===== config.mk =====
export PLATFORM = sky130hd
export DESIGN_NAME = dsi_lane_feeder
export DESIGN_NICKNAME = d
export VERILOG_FILES = /design/src/rtl/dsi_lane_feeder.sv
export SDC_FILE = /design/constraint.sdc
export NUM_CORES = 1
export LEC_CHECK = 0
export ABC_AREA = 1
export CORE_MARGIN = 8
export CORE_UTILIZATION = 55
export CTS_BUF_LIST = sky130_fd_sc_hd__clkbuf_16
export CTS_CLUSTER_DIAMETER = 150
export DETAILED_ROUTE_END_ITERATION = 8
export PLACE_DENSITY = 0.73
export SLEW_MARGIN = 20
export SYNTH_ARGS = -nofsm -noshare
export SYNTH_HDL_FRONTEND = slang
export SYNTH_SLANG_ARGS = --single-unit

===== constraint.sdc =====
create_clock -name clk_sys -period 2.7 [get_ports clk_sys]
set_input_delay 0.27 -clock clk_sys [delete_from_list [all_inputs] [get_ports clk_sys]]
set_output_delay 0.27 -clock clk_sys [all_outputs]
set_load 0.005 [all_outputs]

===== src/rtl/dsi_lane_feeder.sv =====
// DSI lane feeder: buffers packet bytes {lp,last,data} in a FIFO and hands them
// to a lane controller through a start / data-request / finish handshake.
`timescale 1ns/1ps
module dsi_lane_feeder #(
  parameter int FIFO_AW = 4
) (
  input  logic       clk_sys,
  input  logic       rst_n,
  input  logic       enable,
  input  logic       s_valid,
  output logic       s_ready,
  input  logic [7:0] s_data,
  input  logic       s_last,
  input  logic       s_lp,
  output logic       lines_enable,
  output logic       mode_lp,
  output logic       start_rqst,
  output logic       fin_rqst,
  output logic [7:0] inp_data,
  input  logic       data_rqst,
  input  logic       active,
  output logic       busy,
  output logic       underflow_err,
  input  logic       err_clr
);

  localparam int DEPTH = 1 << FIFO_AW;
  localparam logic [FIFO_AW:0] PTR_ZERO = {(FIFO_AW+1){1'b0}};
  localparam logic [FIFO_AW:0] PTR_ONE  = {{FIFO_AW{1'b0}}, 1'b1};

  typedef enum logic [1:0] {
    IDLE  = 2'd0,
    START = 2'd1,
    SEND  = 2'd2,
    DRAIN = 2'd3
  } state_t;

  state_t           state_r;
  state_t           state_nxt_s;
  logic [9:0]       mem_r [DEPTH];
  logic [FIFO_AW:0] wr_ptr_r;
  logic [FIFO_AW:0] rd_ptr_r;
  logic [FIFO_AW:0] pkt_cnt_r;
  logic             mode_lp_r;
  logic             underflow_err_r;

  logic             full_s;
  logic             empty_s;
  logic [9:0]       head_s;
  logic             push_s;
  logic             pop_s;
  logic             underflow_s;
  logic             start_go_s;
  logic             start_rqst_s;
  logic             fin_rqst_s;
  logic [7:0]       inp_data_s;

  // Extra pointer MSB distinguishes a full FIFO from an empty one
  assign full_s  = (wr_ptr_r[FIFO_AW] != rd_ptr_r[FIFO_AW]) &&
                   (wr_ptr_r[FIFO_AW-1:0] == rd_ptr_r[FIFO_AW-1:0]);
  assign empty_s = (wr_ptr_r == rd_ptr_r);
  assign head_s  = mem_r[rd_ptr_r[FIFO_AW-1:0]];

  assign push_s      = s_valid & ~full_s;
  assign pop_s       = (state_r == SEND) & data_rqst & ~empty_s;
  assign underflow_s = (state_r == SEND) & data_rqst & empty_s;
  // A full FIFO starts the packet cut-through even before its last byte arrives
  assign start_go_s  = enable & ~empty_s & ((pkt_cnt_r != PTR_ZERO) | full_s);

  // FIFO storage write port
  always_ff @(posedge clk_sys) begin
    if (push_s) begin
      mem_r[wr_ptr_r[FIFO_AW-1:0]] <= {s_lp, s_last, s_data};
    end
  end

  // FIFO read/write pointers
  always_ff @(posedge clk_sys or negedge rst_n) begin
    if (!rst_n) begin
      wr_ptr_r <= PTR_ZERO;
      rd_ptr_r <= PTR_ZERO;
    end else begin
      if (push_s) begin
        wr_ptr_r <= wr_ptr_r + PTR_ONE;
      end
      if (pop_s) begin
        rd_ptr_r <= rd_ptr_r + PTR_ONE;
      end
    end
  end

  // Count of complete packets held in the FIFO
  always_ff @(posedge clk_sys or negedge rst_n) begin
    if (!rst_n) begin
      pkt_cnt_r <= PTR_ZERO;
    end else begin
      case ({push_s & s_last, pop_s & head_s[8]})
        2'b10:   pkt_cnt_r <= pkt_cnt_r + PTR_ONE;
        2'b01:   pkt_cnt_r <= pkt_cnt_r - PTR_ONE;
        default: pkt_cnt_r <= pkt_cnt_r;
      endcase
    end
  end

  // FSM state register
  always_ff @(posedge clk_sys or negedge rst_n) begin
    if (!rst_n) begin
      state_r <= IDLE;
    end else begin
      state_r <= state_nxt_s;
    end
  end

  // FSM next-state logic
  always_comb begin
    state_nxt_s = state_r;
    case (state_r)
      IDLE:    state_nxt_s = start_go_s ? START : IDLE;
      START:   state_nxt_s = active ? SEND : START;
      SEND:    state_nxt_s = (pop_s & head_s[8]) ? DRAIN : SEND;
      DRAIN:   state_nxt_s = active ? DRAIN : IDLE;
      default: state_nxt_s = IDLE;
    endcase
  end

  // Lane-side outputs decoded from state and FIFO head
  always_comb begin
    start_rqst_s = 1'b0;
    fin_rqst_s   = 1'b0;
    inp_data_s   = 8'h00;
    case (state_r)
      START: start_rqst_s = 1'b1;
      SEND: begin
        if (!empty_s) begin
          fin_rqst_s = head_s[8];
          inp_data_s = head_s[7:0];
        end else begin
          fin_rqst_s = 1'b0;
          inp_data_s = 8'h00;
        end
      end
      DRAIN:   fin_rqst_s = 1'b1;
      default: start_rqst_s = 1'b0;
    endcase
  end

  // Packet mode latched from the head byte as the packet is launched
  always_ff @(posedge clk_sys or negedge rst_n) begin
    if (!rst_n) begin
      mode_lp_r <= 1'b0;
    end else if ((state_r == IDLE) && start_go_s) begin
      mode_lp_r <= head_s[9];
    end else begin
      mode_lp_r <= mode_lp_r;
    end
  end

  // Sticky underflow flag; a new underflow wins over a clear
  always_ff @(posedge clk_sys or negedge rst_n) begin
    if (!rst_n) begin
      underflow_err_r <= 1'b0;
    end else if (underflow_s) begin
      underflow_err_r <= 1'b1;
    end else if (err_clr) begin
      underflow_err_r <= 1'b0;
    end else begin
      underflow_err_r <= underflow_err_r;
    end
  end

  assign s_ready       = ~full_s;
  assign busy          = (state_r != IDLE);
  assign lines_enable  = enable | (state_r != IDLE);
  assign mode_lp       = mode_lp_r;
  assign start_rqst    = start_rqst_s;
  assign fin_rqst      = fin_rqst_s;
  assign inp_data      = inp_data_s;
  assign underflow_err = underflow_err_r;

endmodule


==> results of run 1 <==
critical path: stages, from the launching register on:
cell and delay (ps):
sky130_fd_sc_hd__dfrtp_2 460, sky130_fd_sc_hd__clkinv_4 120, sky130_fd_sc_hd__buf_8 240, sky130_fd_sc_hd__nor2_1 70
sky130_fd_sc_hd__o22ai_1 210, sky130_fd_sc_hd__nand2_1 100, sky130_fd_sc_hd__a31oi_2 150, sky130_fd_sc_hd__clkdlybuf4s50_1 530
final cells by class:
cell class / count / area, um^2 / area share, %
Sequential cell: 179 / 5280 / 58.3
Clock buffer: 17 / 425 / 4.70
Clock inverter: 13 / 170 / 1.88
Multi-Input combinational cell: 373 / 2000 / 22.1
Timing Repair Buffer: 76 / 781 / 8.62
Tap cell: 176 / 220 / 2.43
Inverter: 44 / 175 / 1.93
final timing paths:
path	start	end	slack, ps
worst max register to register	rd_ptr_r[0]	pkt_cnt_r[4]	180
worst min-delay path	rst_n	pkt_cnt_r[3]	350
worst max-delay path	rd_ptr_r[0]	inp_data[5]	110
max in group asynchronous	rst_n	rd_ptr_r[1]	1730
worst min register to register	wr_ptr_r[4]	wr_ptr_r[4]	500
min in group clk_sys	err_clr	underflow_err	420
cells in the mapped netlist (all sizes together):
library cell    n  area [um^2]
a21oi           2         10.0
nand4           4         31.3
xor2            9         78.8
o21ai          77          385
o22ai          22          138
inv            44          168
nand2          88          360
ha              7         87.6
nor2          102          410
o221ai         14          123
o32ai           1         8.76
o211ai          4         30.0
a41oi           1         8.76
a31oi          10         62.6
or2             1         6.26
dfrtp          19          475
nand3          25          163
buf             7         38.8
xnor2           5         43.8
clkbuf         24         92.6
edfxtp        160         4800
nor3            1         5.00
registers in the layout (all words and copies together), names as in the netlist, named ones only:
name and flops:
mem_r 160, mode_lp 1, wr_ptr_r 5, rd_ptr_r 5, pkt_cnt_r 5, underflow_err 1
state_r 1
per-layer routing:
layer,share of wire [%],routed length [um],track usage [%]
met1,40,7390,26.5
met2,50,9110,33.8
met3,7.4,1350,4.39
met4,2.6,475,8.08
met5,0,0,0
power by group:
part           internal [mW]  switching (mW)
logic                   1.49            2.39
clock network           1.52           0.987
registers               3.41           0.226
metrics by stage:
step	total power, mW	instances
after CTS	9.78	874
after floorplan	5.79	627
after global placement	6.89	834
after detailed placement	7.01	834
final	10.0	878
after global routing	10.5	878
logic make-up (layout without fill, tap and decap cells):
logic type | count (synthesis) | after routing
buf+inv | 75 | 150
compound gates | 131 | 131
xor+xnor | 14 | 14
simple gates | 221 | 221
fa+ha+maj | 7 | 7
flops | 179 | 179
what timing repair did:
item | CTS | global route
pin swaps | 5 | 4
buffers inserted | 9 | 2
cloned | 1 | 2
setup endpoints to repair | 9 | 7
resized for setup | 24 | 17
==> metrics list, run 1 <==
- Final RePlAce weighted congestion: 0.852
* DP Wirelength: about 11,000 um
* Setup Total Neg Slack: 0 ps
- Worst slew pin tran: 901 ps
* Final core utilization: just under 70%
- For the final database, setup skew stands at 7.98 ps.
* Count of port buffers added during placement: 31
- Derived from the worst setup path, the maximum achievable clock frequency is a little under 400 MHz.
- Overall overflow remaining after global route: 0
- Synthesized-area fraction occupied by ao, oa, aoi and oai cells: 10.2%
* Count of cell types in the netlist: 34
* Commonest cells after routing, fill and taps aside: sky130_fd_sc_hd__edfxtp_1 (160), sky130_fd_sc_hd__nor2_1 (96), sky130_fd_sc_hd__nand2_1 (79)
- DRC violation total after the first TritonRoute iteration: ~640
- Of the total synthesized cell area, the portion taken by full adders, half adders and majority gates is 1.16%.
- The net count of the finished layout is a little over 700.
* TritonCTS clock tree: done
* Combinational family with the most area after synthesis: simple AND/OR/NAND/NOR gates
- The worst register-to-register path has a depth of 21.
- Maxcap violations: 0
* Worst relative slew slack: 39.8%
* Outcome: complete, no violations
- The final layout contains routed wiring with a total length of 18,300 um.
- The number of nets handed over by synthesis was 651.
- Count of warnings emitted by yosys: 0
- Across all hold checks on the routed design, the worst slack comes to 349 ps.
- Vertical extent of the die: 133 um
- The clock passes through at most 2 buffers.
* Flops & latches, synth: 179
- Number of max-slew violations in the final report: 0
* Aggregate global-route resource usage: 20.7%
- The post-route netlist has 15.0% of its cells at a drive strength greater than 1.
- Of the synthesized area, sequential elements account for 70.1%.
- CTS sink count: 179
- After detailed routing, the number of remaining DRC violations is 0.
- Setup violations remaining at the end of the flow were counted as 0.
* Pin count of the biggest net entering global routing: 38
- In the routed layout, each cell is associated on average with a via count of 5.92.
* Count of antenna-violating nets left after detailed routing: 0
- Portion of the clock cycle consumed by the worst path in the final layout: 95.9%
- Dividing the detail-routed wire length by the instance count gives 20.9 um.
- In this run the power density over the cells is 1110 mW/mm^2.
- 0 antenna diodes ended up in the layout.
- In this run the core area contains 42 standard-cell rows.
- The number of global-route vias before repair is 5,166.
* Layout Area Growth over Synthesis: 20.3%
- Parity-gate share of the synthesized area counting xor and xnor cells: 1.63%
- The worst setup path is launched from a flip-flop.
- Die area: 0.0177 mm^2
- Counting I/O delays and the setup requirement, the final critical path takes around 2600 ps.
* Overall via count from detail_route: 5,196
* CTS clk-pin slew, worst paths: 70 ps
* Data arrival time of the critical path: 2320 ps
- H-tree depth reported by CTS: 4
* Post-synthesis share of cell area spent on and, or, nand and nor gates: 13.0%
* Cell area reported after detailed placement: around 0.0082 mm^2
- Most common cell after layout, fill and taps aside: sky130_fd_sc_hd__edfxtp_1
- The number of clock buffers added by TritonCTS is 17.
* Number of hold violations in the final report: 0
- Leak pwr: 3.38 nW
* Placeable core area: ~0.013 mm^2
- Each instance of the synthesized netlist takes up on average 12.0 um^2.
- Post-Syn Area: around 0.0075 mm^2
* Clock network latency to the later pin of the worst-skew pair: 420 ps
- The worst setup path is of the reg2out kind.
* Largest fanout of any net on the critical path: 37
* Pre-antenna DRT Iters: 6
* Setup slack of the critical path after layout: 111 ps
- 32 I/O pins were placed.
- OpenSTA, run right after detailed placement, puts the worst setup slack at 107 ps.
* Mux cell area share after synthesis: 0%
* Required time of the critical path: 2430 ps
- Root buffer cell: sky130_fd_sc_hd__clkbuf_16
* Category of the worst setup path capture point: output port
* Worst hold path type: in2async
* VDD IR max: around 0.66 mV
- Counting the fill cells in the layout gives 941.
- Final non-filler cell area: 0.00906 mm^2
- The number of antenna violations at the first check in global routing was 0.
- Wire length of the first global-routing pass: 28,000 um
* Cells after synthesis: 627
- Measured along the x axis, the die boundary spans 133 um.
- Initial cell density of the core: 56.6%
* Post-CTS Hold Buffers: 0
No activity file was read; power rests on OpenSTA's default activity.
==> run 2: changes to the inputs <==
--- a/config.mk
+++ b/config.mk
@@ -12,7 +12,6 @@
 export CTS_CLUSTER_DIAMETER = 150
 export DETAILED_ROUTE_END_ITERATION = 8
 export PLACE_DENSITY = 0.73
-export SLEW_MARGIN = 20
 export SYNTH_ARGS = -nofsm -noshare
 export SYNTH_HDL_FRONTEND = slang
 export SYNTH_SLANG_ARGS = --single-unit
==> results of run 2 <==
Final layout, timing and power as in run 1 (identical DEF).
